File: src/rtl/ble_pkg.sv
`default_nettype none
// ============================================================================
// Module   : ble_pkg
// Purpose  : Shared BLE link-layer constants, FSM encoding and helper functions.
// Revision : 1.0 - initial release
// ============================================================================
package ble_pkg;

    localparam logic [23:0] C_CRC_POLY_DEF = 24'h00065B;
    localparam logic [23:0] C_CRC_INIT_DEF = 24'h555555;

    typedef enum logic [2:0] {
        ST_IDLE = 3'd0,
        ST_PRE  = 3'd1,
        ST_AA   = 3'd2,
        ST_PDU  = 3'd3,
        ST_CRC  = 3'd4
    } tx_state_e;

    // The preamble alternates so that its last bit differs from the first AA bit.
    function automatic logic [7:0] preamble_byte(input logic aa_lsb);
        return aa_lsb ? 8'h55 : 8'hAA;
    endfunction

    function automatic logic [6:0] whiten_init(input logic [5:0] ch);
        logic [6:0] w;
        w[0] = 1'b1;
        for (int i = 0; i < 6; i++) begin
            w[i+1] = ch[5-i];
        end
        return w;
    endfunction

endpackage
`default_nettype wire

File: src/rtl/ble_crc_whiten.sv
`default_nettype none
// ============================================================================
// Module   : ble_crc_whiten
// Purpose  : Bit-serial CRC24 and 7-bit whitening LFSR with load and enables.
// Revision : 1.0 - initial release
// ============================================================================
module ble_crc_whiten
    import ble_pkg::*;
#(
    parameter logic [23:0] CRC_POLY = C_CRC_POLY_DEF,
    parameter logic [23:0] CRC_INIT = C_CRC_INIT_DEF
) (
    input  logic       clk,
    input  logic       rst,
    input  logic       load_i,
    input  logic [5:0] channel_i,
    input  logic       crc_en_i,
    input  logic       crc_shift_i,
    input  logic       data_i,
    input  logic       wh_en_i,
    output logic       crc_msb_o,
    output logic       wh_bit_o
);

    logic [23:0] crc_q, crc_d;
    logic [6:0]  w_q, w_d;
    logic        fb;

    always_comb begin
        crc_d = crc_q;
        w_d   = w_q;
        fb    = crc_q[23] ^ data_i;
        if (load_i) begin
            crc_d = CRC_INIT;
            w_d   = whiten_init(channel_i);
        end else begin
            if (crc_en_i) begin
                crc_d = {crc_q[22:0], 1'b0} ^ (fb ? CRC_POLY : 24'h0);
            end else if (crc_shift_i) begin
                crc_d = {crc_q[22:0], 1'b0};
            end
            if (wh_en_i) begin
                w_d    = {w_q[5:0], w_q[6]};
                w_d[4] = w_q[3] ^ w_q[6];
            end
        end
    end

    always_ff @(posedge clk or negedge rst) begin
        if (!rst) begin
            crc_q <= '0;
            w_q   <= '0;
        end else begin
            crc_q <= crc_d;
            w_q   <= w_d;
        end
    end

    assign crc_msb_o = crc_q[23];
    assign wh_bit_o  = w_q[6];

endmodule
`default_nettype wire

File: src/rtl/ble_packet_tx.sv
`default_nettype none
// ============================================================================
// Module   : ble_packet_tx
// Purpose  : BLE 1M link-layer framer/serializer (preamble, AA, PDU, CRC24).
//            Optional whiten_bypass_i port under BLE_TX_WHITEN_BYPASS_EN.
// Revision : 1.0 - initial release
// ============================================================================
module ble_packet_tx
    import ble_pkg::*;
#(
    parameter int unsigned CLK_PER_SYM = 16,
    parameter int unsigned PDU_LEN_MAX = 39,
    parameter logic [23:0] CRC_POLY    = C_CRC_POLY_DEF,
    parameter logic [23:0] CRC_INIT    = C_CRC_INIT_DEF
) (
    input  logic        clk,
    input  logic        rst,
    input  logic        start_i,
    input  logic [31:0] acc_addr_i,
    input  logic [5:0]  channel_i,
    input  logic [5:0]  pdu_len_i,
    input  logic [7:0]  byte_data_i,
    input  logic        byte_valid_i,
`ifdef BLE_TX_WHITEN_BYPASS_EN
    input  logic        whiten_bypass_i,
`endif
    output logic        byte_ready_o,
    output logic        symbol_out_o,
    output logic        symbol_stb_o,
    output logic        busy_o,
    output logic        done_o,
    output logic        err_o
);

    localparam int DIV_W = (CLK_PER_SYM > 1) ? $clog2(CLK_PER_SYM) : 1;

    tx_state_e   state_q, state_d;
    logic [DIV_W-1:0] div_q, div_d;
    logic [8:0]  bit_cnt_q, bit_cnt_d;
    logic [31:0] aa_q, aa_d;
    logic [5:0]  len_q, len_d;
    logic [5:0]  fetch_cnt_q, fetch_cnt_d;
    logic [7:0]  buf_q, buf_d;
    logic        buf_full_q, buf_full_d;
    logic [7:0]  shift_q, shift_d;
    logic        done_q, done_d;
    logic        err_q, err_d;
    logic        byp_q, byp_d;

    logic        wrap, len_ok, byte_ready;
    logic        lfsr_load, crc_en, crc_shift, wh_en;
    logic        crc_msb, wh_bit, wbit;
    logic [8:0]  pdu_last;
    logic [7:0]  pre_byte;

    assign wrap       = (div_q == DIV_W'(CLK_PER_SYM - 1));
    assign len_ok     = (pdu_len_i >= 6'd2) && (pdu_len_i <= 6'(PDU_LEN_MAX));
    assign pdu_last   = {len_q, 3'b000} - 9'd1;
    assign pre_byte   = preamble_byte(aa_q[0]);
    assign byte_ready = (state_q != ST_IDLE) && !buf_full_q && (fetch_cnt_q < len_q);
    assign wbit       = wh_bit & ~byp_q;

    always_comb begin
        state_d     = state_q;
        div_d       = div_q;
        bit_cnt_d   = bit_cnt_q;
        aa_d        = aa_q;
        len_d       = len_q;
        fetch_cnt_d = fetch_cnt_q;
        buf_d       = buf_q;
        buf_full_d  = buf_full_q;
        shift_d     = shift_q;
        done_d      = 1'b0;
        err_d       = 1'b0;
        byp_d       = byp_q;
        lfsr_load   = 1'b0;
        crc_en      = 1'b0;
        crc_shift   = 1'b0;
        wh_en       = 1'b0;

        if (byte_valid_i && byte_ready) begin
            buf_d       = byte_data_i;
            buf_full_d  = 1'b1;
            fetch_cnt_d = fetch_cnt_q + 6'd1;
        end
        if (state_q != ST_IDLE) begin
            div_d = wrap ? '0 : div_q + 1'b1;
        end

        case (state_q)
            ST_IDLE: begin
                div_d = '0;
                if (start_i) begin
                    if (len_ok) begin
                        aa_d        = acc_addr_i;
                        len_d       = pdu_len_i;
`ifdef BLE_TX_WHITEN_BYPASS_EN
                        byp_d       = whiten_bypass_i;
`else
                        byp_d       = 1'b0;
`endif
                        lfsr_load   = 1'b1;
                        bit_cnt_d   = '0;
                        fetch_cnt_d = '0;
                        buf_full_d  = 1'b0;
                        state_d     = ST_PRE;
                    end else begin
                        err_d = 1'b1;
                    end
                end
            end
            ST_PRE: begin
                if (wrap) begin
                    if (bit_cnt_q == 9'd7) begin
                        bit_cnt_d = '0;
                        state_d   = ST_AA;
                    end else begin
                        bit_cnt_d = bit_cnt_q + 9'd1;
                    end
                end
            end
            ST_AA: begin
                if (wrap) begin
                    if (bit_cnt_q == 9'd31) begin
                        bit_cnt_d = '0;
                        if (buf_full_q) begin
                            shift_d    = buf_q;
                            buf_full_d = 1'b0;
                            state_d    = ST_PDU;
                        end else begin
                            state_d = ST_IDLE;
                            err_d   = 1'b1;
                        end
                    end else begin
                        bit_cnt_d = bit_cnt_q + 9'd1;
                    end
                end
            end
            ST_PDU: begin
                if (wrap) begin
                    crc_en    = 1'b1;
                    wh_en     = 1'b1;
                    bit_cnt_d = bit_cnt_q + 9'd1;
                    if (bit_cnt_q == pdu_last) begin
                        bit_cnt_d = '0;
                        state_d   = ST_CRC;
                    end else if (bit_cnt_q[2:0] == 3'd7) begin
                        // Next byte must already be buffered when this one ends.
                        if (buf_full_q) begin
                            shift_d    = buf_q;
                            buf_full_d = 1'b0;
                        end else begin
                            state_d = ST_IDLE;
                            err_d   = 1'b1;
                        end
                    end else begin
                        shift_d = {1'b0, shift_q[7:1]};
                    end
                end
            end
            ST_CRC: begin
                if (wrap) begin
                    crc_shift = 1'b1;
                    wh_en     = 1'b1;
                    if (bit_cnt_q == 9'd23) begin
                        state_d = ST_IDLE;
                        done_d  = 1'b1;
                    end else begin
                        bit_cnt_d = bit_cnt_q + 9'd1;
                    end
                end
            end
            default: state_d = ST_IDLE;
        endcase
    end

    always_ff @(posedge clk or negedge rst) begin
        if (!rst) begin
            state_q     <= ST_IDLE;
            div_q       <= '0;
            bit_cnt_q   <= '0;
            aa_q        <= '0;
            len_q       <= '0;
            fetch_cnt_q <= '0;
            buf_q       <= '0;
            buf_full_q  <= 1'b0;
            shift_q     <= '0;
            done_q      <= 1'b0;
            err_q       <= 1'b0;
            byp_q       <= 1'b0;
        end else begin
            state_q     <= state_d;
            div_q       <= div_d;
            bit_cnt_q   <= bit_cnt_d;
            aa_q        <= aa_d;
            len_q       <= len_d;
            fetch_cnt_q <= fetch_cnt_d;
            buf_q       <= buf_d;
            buf_full_q  <= buf_full_d;
            shift_q     <= shift_d;
            done_q      <= done_d;
            err_q       <= err_d;
            byp_q       <= byp_d;
        end
    end

    ble_crc_whiten #(
        .CRC_POLY (CRC_POLY),
        .CRC_INIT (CRC_INIT)
    ) u_crc_whiten (
        .clk         (clk),
        .rst         (rst),
        .load_i      (lfsr_load),
        .channel_i   (channel_i),
        .crc_en_i    (crc_en),
        .crc_shift_i (crc_shift),
        .data_i      (shift_q[0]),
        .wh_en_i     (wh_en),
        .crc_msb_o   (crc_msb),
        .wh_bit_o    (wh_bit)
    );

    always_comb begin
        symbol_out_o = 1'b0;
        case (state_q)
            ST_PRE:  symbol_out_o = pre_byte[bit_cnt_q[2:0]];
            ST_AA:   symbol_out_o = aa_q[bit_cnt_q[4:0]];
            ST_PDU:  symbol_out_o = shift_q[0] ^ wbit;
            ST_CRC:  symbol_out_o = crc_msb ^ wbit;
            default: symbol_out_o = 1'b0;
        endcase
    end

    assign byte_ready_o = byte_ready;
    assign busy_o       = (state_q != ST_IDLE);
    assign symbol_stb_o = busy_o && (div_q == '0);
    assign done_o       = done_q;
    assign err_o        = err_q;

endmodule
`default_nettype wire

File: config.mk
export PLATFORM = sky130hd
export DESIGN_NAME = ble_packet_tx
export DESIGN_NICKNAME = d
export VERILOG_FILES = /design/src/rtl/ble_pkg.sv /design/src/rtl/ble_crc_whiten.sv /design/src/rtl/ble_packet_tx.sv
export SDC_FILE = /design/constraint.sdc
export NUM_CORES = 1
export LEC_CHECK = 0
export ABC_AREA = 1
export CORE_UTILIZATION = 50
export DETAILED_ROUTE_END_ITERATION = 10
export PLACE_DENSITY = 0.72
export SLEW_MARGIN = 15
export SYNTH_ARGS = -nofsm -noshare
export SYNTH_HDL_FRONTEND = slang
export SYNTH_SLANG_ARGS = --single-unit
File: constraint.sdc
create_clock -name clk -period 5.9 [get_ports clk]
set_input_delay 1.77 -clock clk [delete_from_list [all_inputs] [get_ports clk]]
set_output_delay 1.77 -clock clk [all_outputs]
set_load 0.05 [all_outputs]
# Yosys cells after proc, flatten, opt, wreduce, memory -nomap -nowiden
# Index checks and enable logic that the tools add are counted.
# W data, S select, Z words.
dict set report classes {
  n_addsub 4
  magnitude_cmp 5
  eq_ne 23
  muxes 80
  bitwise 5
  reduce_logical 19
}
# operator count
set op_table {}
lappend op_table {{$mux W9} 10}
lappend op_table {{$mux W24} 3}
lappend op_table {{$mux W8} 7}
lappend op_table {{$pmux W9 S5} 1}
lappend op_table {{$mux W3} 12}
lappend op_table {{$mux W1} 29}
lappend op_table {{$mux W6} 4}
lappend op_table {{$xor A24 B24 Y24} 1}
lappend op_table {{$ne A2 B2 Y1 const B} 11}
lappend op_table {{$eq A9 B5 Y1 const B} 2}
lappend op_table {{$pmux W8 S2} 1}
lappend op_table {{$pmux W3 S5} 1}
lappend op_table {{$mux W7} 2}
lappend op_table {{$mux W4} 3}
lappend op_table {{$mux W11} 1}
lappend op_table {{$reduce_and A11 Y1} 1}
lappend op_table {{$add A9 B1 Y9 const B} 1}
lappend op_table {{$eq A9 B3 Y1 const B} 1}
lappend op_table {{$eq A9 B9 Y1} 1}
lappend op_table {{$sub A9 B1 Y9 const B} 1}
lappend op_table {{$reduce_and A8 Y1} 1}
lappend op_table {{$add A6 B1 Y6 const B} 1}
lappend op_table {{$eq A3 B2 Y1 const B} 2}
lappend op_table {{$eq A3 B3 Y1 const B} 2}
lappend op_table {{25 further kinds} 37}
dict set report totals {
  regBits 110
  output_inout_bits 6
  word_cells 149
}

# Logic depth before layout (Yosys ltp)
# Gate-level depths: netlist of the first run.
dict set report depth {
  depth_word 10
  ltp_mapped 14
  mapped_depth_nobuf 14
}

# Hierarchy
# Synthesis of the first run repeated with hierarchy kept, for this count alone.
dict set report unflattened {
  cells_unflattened 802
  hier_area_um2 6048.3
}
# module instances cells_per_inst area_each_um2 seq_area_each_um2
set by_module_without_submodules {}
lappend by_module_without_submodules {ble_packet_tx 1 650 4672.0 1976.9}
lappend by_module_without_submodules {ble_crc_whiten 1 152 1376.3 775.7}

# Worst setup path before layout of the first run
# OpenSTA, ideal clock, no wires.
dict set report synth_timing {
  path_kind {register to output}
  start {register state_q[1]}
  end {output port symbol_stb_o}
  arrival_ns 2.251
  slack_ns 1.879
  stages_incl_launch_ff 5
  path_cell_list {dfrtp_1 > nor2_4 > nand2_4 > inv_4 > nor4_1}
}
dict set report synth_via {
  elab_chain_len 2
}
# item line_no
set synth_rtl {}
lappend synth_rtl {{start, declared} ble_packet_tx.sv:37} ;# tx_state_e state_q, state_d;
lappend synth_rtl {{start signal, assigned} ble_packet_tx.sv:192} ;# state_q <= state_d;
lappend synth_rtl {{$reduce_bool A3 Y1} ble_packet_tx.sv:235} ;# assign busy_o = (state_q != ST_IDLE);
lappend synth_rtl {{named net busy_o} ble_packet_tx.sv:30} ;# output logic busy_o,
lappend synth_rtl {{$logic_and A1 B1 Y1} ble_packet_tx.sv:236} ;# assign symbol_stb_o = busy_o && (div_q == '0);
lappend synth_rtl {{end, declared} ble_packet_tx.sv:29} ;# output logic symbol_stb_o,
# The timed path passes the listed nets, and every way through them passes these cells.

# Worst setup path after layout of the first run
dict set report layout_timing {
  start {register bit_cnt_q[0]}
  end {output port symbol_out_o}
}
dict set report layout_via {
  elab_chain_len 3
  word_cells_on_any_way 5
}
# item line_no
set layout_rtl {}
lappend layout_rtl {{start, declared} ble_packet_tx.sv:39} ;# logic [8:0] bit_cnt_q, bit_cnt_d;
lappend layout_rtl {{start signal, assigned} ble_packet_tx.sv:194} ;# bit_cnt_q <= bit_cnt_d;
lappend layout_rtl {{$bmux W1 S5 / $bmux W1 S3 (equally long branches)} {ble_packet_tx.sv:227, ble_packet_tx.sv:226}}
lappend layout_rtl {{$mux W1, on equally long branches} {ble_packet_tx.sv:227, ble_packet_tx.sv:226}}
lappend layout_rtl {{$pmux W1 S4 *} ble_packet_tx.sv:225} ;# case (state_q)
lappend layout_rtl {{end, declared} ble_packet_tx.sv:28} ;# output logic symbol_out_o,
# Every way passes the cells marked *; elsewhere a longest branch is shown, timed or not. The select of a mux whose other input is x is not followed.

==> out/summary.md, run 1 <==
For the final routed database, the setup TNS stands at 0 ps. After filler insertion, the fill cell instance count of the layout stands at 1023. The number of nets still failing antenna checks after routing was 0; the final cell area excluding filler cells was 6850 um2.

Length of the first detailed-routing pass in iterations: 4. For the remaining global-route overflow, the log shows 0. In the layout the commonest cells are 296 x nand2_1, 110 x dfrtp_1, 65 x nor2_1. In the routed layout, each cell is associated on average with a via count of 5.20.

The worst min-delay path class was flop to flop. The number of I/O pins is 62, and the area share of the largest cell type after synthesis is 46.7%. The sum of internal, switching and leakage power was 2.83 mW. Wire length of the first global-routing pass: 22.5 mm. The worst setup path is captured at a primary output. The logs give 885 for the number of nets in the finished design and 59.7% for the final core utilization.

The number of antenna diodes in the final layout is 0. Cell type with the largest total area after synthesis: dfrtp_1. The starting utilization of the core area is 51.4%. The critical path goes through inv_1 -> o21ai_0 -> nand2_1 -> nand2_1 -> nand2_1 -> nor2_1 -> nand2_1 -> nand3_1 -> nand2_1 -> clkdlybuf4s50_1. After synthesis, the share of flip-flops with an asynchronous set or reset is 100%. The post-layout minimum cycle time was 4810 ps; the register bit total from synthesis was 110. Summing all flip-flop and latch instances after layout gives 2750 um2. The routed wire length was 12.9 mm; the number of nets produced by synthesis was 837. The number of clock sinks seen by CTS was 110. TritonCTS built the clock tree. Each instance of the synthesized netlist takes up on average 7.66 um2. Summing the sequential cell areas from Yosys gives 46.7% of the chip area.

For the core box area, the log shows 11500 um2. VDD sags by at most 0.000360 V. The library cell used most frequently in the layout, excluding fill and tap cells, is nand2_1. Max-cap violation count: 0. The clock-pin slew reported for the worst setup and hold paths after clock tree synthesis is 80 ps, and the global-route total usage across every layer is 22.7%. The master of the slowest instance on the critical path was dfrtp_1. Routability-driven placement finished with a final weighted congestion of 0.882. The critical path's largest stage delay was 760 ps; the number of remaining DRC errors was 0. Data arrives at the worst endpoint at 3040 ps. The die width is 111 um, and the tightest hold margin is 476 ps. The run gives 5900 um2 as the post-synthesis instance area. Among all flip-flop cells after synthesis, the most frequent one is dfrtp_1.

Port buffering added 61 buffers. The total of cells resized after clock tree synthesis is 0. Highest net fanout along the worst path: 20.

For the final database, setup skew stands at 9.01 ps. The floorplan step set the die height to 111 um. The final count of hold timing violations came out at 0.

During synthesis, Yosys emitted a total of 0 warnings. The transition time at the pin with the least slew margin works out to 983 ps. The reg-to-reg critical path startpoint was div_q[0]. The worst hold path begins at aa_q[23].

Tracing the worst setup path back leads to its startpoint at bit_cnt_q[0]. The analysis attributes to cell leakage a power of 3.45 nW. Dominant cell type by count on the critical path: nand2_1. The critical path startpoint category is a flop. The max-slew violation count is 0.

The number of global-route vias before repair is 4908, and the fmax is 208 MHz. The die covers 12200 um2. Counting the buffers created by CTS gives 9.

For this block, the via count after detailed routing is 5020. After layout, the worst path uses 81.4% of the clock period. Dividing the detail-routed wire length by the instance count gives 13.4 um. The maximum count of clock buffers along a single path came out at 2.

Cell area after placement: 6550 um2. In this run the tightest slew margin relative to its limit is 34.3%. The power per cell area was 413 nW/um2. In the final layout, the multi-input gates occupy 2730 um2. The tools report the distinct cell type count after synthesis as 39.

In the post-synthesis netlist, the biggest area contributors are dfrtp_1 47%, nand2_1 19%, nor2_1 4.1%. Relative to the synthesized area, the layout overhead comes to 16.2%. At the later pin of the worst-skew pair, clock insertion delay measures 360 ps. CTS placed an instance of clkbuf_16 at the clock tree root.

Number of synthesized flops with an enable pin: 0. Setup violations remaining at the end of the flow were counted as 0. Entering global routing, the biggest net connects 78 pins. The flow ran to the end, and the final reports show no timing, DRC or antenna violations.

After clock tree synthesis, the setup repair step added 0 buffers. Detailed placement finished with a half-perimeter wire length of 8.98 mm. Class of the most critical setup path: flop to primary output.

The run gives 256 as the violation count after the first detailed-routing iteration. The synthesized instance count came out at 770. The clock tree synthesis step divided the H-tree into 3 levels. The initialized floorplan defines 39 standard-cell rows. Setup repair after global routing left no endpoint under its margin. The number of antenna violations at the first check in global routing was 0; the post-cts hold buffer count was 0. For the worst setup path, the data required time is 4130 ps. The ratio of cells with drive above 1 in the final layout was 8.26%.
## stage by stage
stage                     cells  setup slack (ps)
after floorplan             770              1880
after global placement      950              1580
after detailed placement    950              1510
after CTS                   966              1100
after global routing        966               862
final                       966              1090
## cell families after synthesis
family	share of synthesized area, %
DFF	46.7
buffers and inverters	7.13
adders and majority gates	2.33
AOI/OAI and AO/OA	9.42
xor gates and xnor gates	2.38
and+or+nand+nor	32.1
## layout make-up
type | instances | area share [%]
Sequential cell | 110 | 40.2
Multi-Input combinational cell | 562 | 39.8
Timing Repair Buffer | 63 | 9.09
Inverter | 72 | 3.98
Clock buffer | 11 | 3.40
Tap cell | 143 | 2.61
Clock inverter | 5 | 0.968
## worst max-delay path: cells and delay by family (launching register included)
| family | cells | cell delay [ps] |
|---|---|---|
| AND/OR/NAND/NOR | 7 | 520 |
| buffers and inverters | 2 | 1130 |
| flip-flops | 1 | 760 |
| AO/OA/AOI/OAI | 1 | 270 |
## sequential cells by signal, indices dropped and copies added (netlist names), 3 cells and up
register	count
aa_q	32
u_crc_whiten.crc_q	24
bit_cnt_q	9
buf_q	8
shift_q	8
u_crc_whiten.w_q	7
fetch_cnt_q	6
len_q	6
div_q	4
state_q	3
## worst paths after layout
kind                                        to  slack [ps]  depth (start not counted)
setup / recovery                  symbol_out_o        1090                         10
hold / removal                        aa_q[23]         480                          2
setup reg to reg           u_crc_whiten.w_q[1]        3170                          6
hold reg to reg                       aa_q[23]         480                          2
max in group asynchronous              aa_q[5]        3340                          2
min in group asynchronous  u_crc_whiten.w_q[5]        1560                          1
## metal layers
metal	share of wire [%]	track usage, %
met2	48	37.4
met1	46	29.7
met5	0	0
met4	1.2	6.22
met3	4.2	5.65
## synth_stat cells, types with 3 or more instances
master	number
nor2_4	5
xnor2_1	5
dfrtp_1	110
o22ai_1	3
nand2_1	296
xor2_1	11
nor2_1	65
inv_2	10
ha_1	11
inv_1	60
nand3_2	3
o221ai_1	5
buf_2	10
o21ai_2	9
nand3_1	43
nand4_1	6
o211ai_1	12
o21ai_1	7
nand2_2	10
nand2_4	4
buf_6	3
buf_4	4
a21oi_1	7
o21ai_0	43
nor2_2	4
clkbuf_1	9
## power by group
group	total (mW)	internal [mW]	switching (mW)
Clock	0.619	0.335	0.284
Sequential	1.13	0.957	0.177
Combinational	1.08	0.379	0.696
Total	2.83	1.67	1.16
(Power assumes the default switching activity.)
==> run 2: changes to the inputs <==
--- a/config.mk
+++ b/config.mk
@@ -8,7 +8,7 @@
 export ABC_AREA = 1
 export CORE_UTILIZATION = 50
 export DETAILED_ROUTE_END_ITERATION = 10
-export PLACE_DENSITY = 0.72
+export PLACE_DENSITY = 0.75
 export SLEW_MARGIN = 15
 export SYNTH_ARGS = -nofsm -noshare
 export SYNTH_HDL_FRONTEND = slang
==> constraint.sdc (replaced) <==
create_clock -name clk -period 4.1 [get_ports clk]
set_input_delay 1.23 -clock clk [delete_from_list [all_inputs] [get_ports clk]]
set_output_delay 1.23 -clock clk [all_outputs]
set_load 0.05 [all_outputs]
==> run 2 against run 1 <==
  * Register-to-register slack got worse by 1800 ps
  * Critical path depth rose by 1
  * Via count rose by 0.32%
  * Combinational power rose by 44%
  * First-iteration DRC count rose by 2.0%
  * Hold slack improved by 5.1 ps
  * Die area did not move
  * Largest power group unchanged
  * Sequential cell count did not move
  * Wire length rose by 0.11%
  * Power rose by 43%
  * Largest cell class unchanged
==> out/summary.md, run 2 (synthesized netlist as in run 1, its figures left out) <==
The flow ran to the end, and the final reports show no timing, DRC or antenna violations. The logs give 2 (unchanged) for the maximum count of clock buffers along a single path and 261 (+2.0%) for the violation count after the first detailed-routing iteration. The logs give 9.48 mm (+5.6%) for the sum of net half-perimeters after detailed placement and 0 (unchanged) for the number of remaining DRC errors. The run gives 4844 (-1.3%) as the number of global-route vias before repair. The post-layout minimum cycle time was 3880 ps; the clock latency of the later-clocked register in the worst-skew pair was 360 ps (about the same).

The kind of cell with the highest combined delay along the critical path is buffers and inverters. The worst setup slack after layout came out at 217 ps (-877 ps). The tightest slew margin relative to the limit is 31.3% (-3.0 points). The number of setup violations in the final report was 0 (unchanged). The run gives 3 (unchanged) as the number of H-tree levels.

The remaining global-route overflow is 0 (unchanged). Setup repair after global routing left no endpoint under its margin. Total buffers and inverters traversed by the critical path: 2 (unchanged). The met2 track demand over resource in global routing came out at 36.6% (-0.83 points). The global routing met3 resource utilization is 5.21% (-0.44 points). STA classifies the critical path startpoint as a flop.

The sum of negative setup slack came out at 0 ps (unchanged). The length of the first detailed-routing pass in iterations was 5 (+1); the number of buffers created by CTS was 9 (unchanged). For the final weighted congestion in routability-driven placement, the log shows 0.914 (+3.7%).

The per-cell via count in the routed design is 5.20 (+0.11%). In the final layout, the registers with the most flip-flops are aa_q: 32 flops, u_crc_whiten.crc_q: 24 flops, bit_cnt_q: 9 flops. The static leakage came out at 3.47 nW (+0.55%). Worst setup timing slack at the placement stage: 623 ps (-883 ps).

The routed wire length was 12.9 mm (+0.11%); the power per cell area was 588 nW/um2 (+43%). The die boundary height came out at 111 um (unchanged). The number of cells in the design after placement is 952 (+0.21%). Global-route total usage across every layer: 22.7% (about the same). The total of fill cells in the finished design is 1003 (-2.0%), and the critical path's largest stage delay is 810 ps (+50 ps). For the flip-flop and latch area, the log shows 2750 um2 (unchanged). The register with the most flip-flops in the final layout is aa_q.

The logs give 481 ps (+5.13 ps) for the tightest hold margin and 887 (+0.23%) for the number of nets in the finished design. Leaving out fill and tap cells, the most frequent cell in the layout is nand2_1. The run gives 0 (unchanged) as the max-slew violation count.

The dominant cell type by count on the critical path was nand2_1. The via total after detailed routing was 5036 (+0.32%); the number of antenna violations at the first check in global routing was 0 (unchanged). The number of flip-flops under the largest register name is 32 (unchanged), and the port buffer count is 61 (unchanged). The buffers inserted during post-CTS setup optimization is 0 (unchanged), and the die width is 111 um (unchanged).

The run gives 258 MHz as the fmax. Compared with the post-synthesis result, the final layout area differs by 16.5%. The logs give 39 (unchanged) for the cell row count and 0 (unchanged) for the total of cells resized after clock tree synthesis. The post-cts hold buffer count was 0 (unchanged). TritonCTS built the clock tree. The routed length per placed instance is 13.3 um (about the same).

After global routing, the most crowded layer is met2. The core box area is 11500 um2 (unchanged), and the met1 routing resource usage after global routing is 30.7% (+1.0 points). The final worst clock skew came out at 6.55 ps (-2.46 ps). In the layout the commonest cells are 296 x nand2_1, 110 x dfrtp_1, 65 x nor2_1. For the critical path data required time, the log shows 2870 ps (-1260 ps).

The logs give 2730 um2 (unchanged) for the multi-input gate area in the final layout and 0 (unchanged) for the number of nets still failing antenna checks after routing. The max-cap violation count was 0 (unchanged); the transition time at the pin with the least slew margin was 1030 ps (+44.6 ps). The post-route fraction of the period consumed by the critical path was 94.7%. The sum of internal, switching and leakage power came out at 4.04 mW (+43%).

The number of antenna repair diodes was 0 (unchanged). The ratio of cells with drive above 1 in the final layout was 8.73% (+0.46 points); the highest net fanout along the worst path was 12 (-40%). The path class of the tightest hold or removal check is flop to flop. The number of clock sinks seen by CTS is 110 (unchanged). The run gives 22.6 mm (+0.46%) as the wire length of the first global-routing pass. In this run the clock root is driven by a clkbuf_16.

The number of non-filler instances in the completed layout is 968 (+0.21%), and the pin count of the biggest net entering global routing is 64 (-18%). The master of the slowest instance on the critical path is clkdlybuf4s50_1. The clock-pin slew reported for the worst setup and hold paths after clock tree synthesis is 70 ps (about the same), and the maximum ir drop on the vdd rail is 0.000455 V (+26%).

The die footprint came out at 12200 um2 (unchanged). The logs give 51.4% (unchanged) for the starting utilization of the core area and 62 (unchanged) for the number of I/O pins. The final count of hold timing violations was 0 (unchanged).

The arrival time of data at the critical path endpoint came out at 2650 ps (-390 ps). The worst setup path is captured at a primary output. The worst setup path is of the flop to primary output kind. Traced cell by cell, the critical path runs through inv_1 -> nor2_1 -> o21ai_0 -> nand2_1 -> nand2_1 -> nand2_1 -> nor2_1 -> nand2_1 -> nand3_1 -> nand2_1 -> clkdlybuf4s50_1.
[run 2: final timing paths]
| path | startpoint | end | slack [ps] | cells after the start |
|---|---|---|---|---|
| min reg2reg | u_crc_whiten.crc_q[1] | u_crc_whiten.crc_q[2] | 480 | 2 |
| max in group asynchronous | rst | u_crc_whiten.crc_q[6] | 2400 | 2 |
| min in group asynchronous | rst | aa_q[10] | 960 | 1 |
| min | u_crc_whiten.crc_q[1] | u_crc_whiten.crc_q[2] | 480 | 2 |
| max | bit_cnt_q[1] | symbol_out_o | 220 | 11 |
| max reg2reg | div_q[0] | u_crc_whiten.crc_q[17] | 1360 | 6 |
[run 2: cell type report]
| type | instances | area share [%] |
|---|---|---|
| tap | 143 | 2.60 |
| inverter | 72 | 3.97 |
| timing repair buffer | 65 | 9.47 |
| sequential | 110 | 40.1 |
| clock inverter | 5 | 0.583 |
| multi-input combinational | 562 | 39.7 |
| clock buffer | 11 | 3.68 |
[run 2: stage by stage]
stage          utilization (%)  instance area (um2)
6_report                  59.9                 6870
3_3_place_gp              57.4                 6580
4_1_cts                   59.9                 6870
5_1_grt                   59.9                 6870
3_5_place_dp              57.4                 6580
2_1_floorplan                -                 5900
[run 2: per-layer routing]
| metal | wire length, um | vias to the layer above |
|---|---|---|
| met5 | 0 | - |
| met4 | 166 | 0 |
| met3 | 681 | 14 |
| met2 | 6050 | 133 |
| met1 | 6020 | 2354 |
| li1 | - | 2535 |
[run 2: worst reg2reg max path, stage by stage (launching register included)]
cell     delay, ps
dfrtp_1        410
ha_1           240
nand3_1        250
inv_1          140
nand2_1        770
nand2_1        520
o21ai_0        320
[run 2: power breakdown]
group | internal (mW) | switching (mW) | total (mW)
Sequential | 1.38 | 0.250 | 1.63
Combinational | 0.553 | 1.00 | 1.55
Clock | 0.452 | 0.410 | 0.863
==> run 3: changes to the inputs <==
--- a/config.mk
+++ b/config.mk
@@ -8,6 +8,7 @@
 export ABC_AREA = 1
 export CORE_UTILIZATION = 50
 export DETAILED_ROUTE_END_ITERATION = 10
+export HOLD_SLACK_MARGIN = 0.03
 export PLACE_DENSITY = 0.75
 export SLEW_MARGIN = 15
 export SYNTH_ARGS = -nofsm -noshare
==> results of run 3 <==
No change in the layout: final DEF, timing and power equal those of run 2.
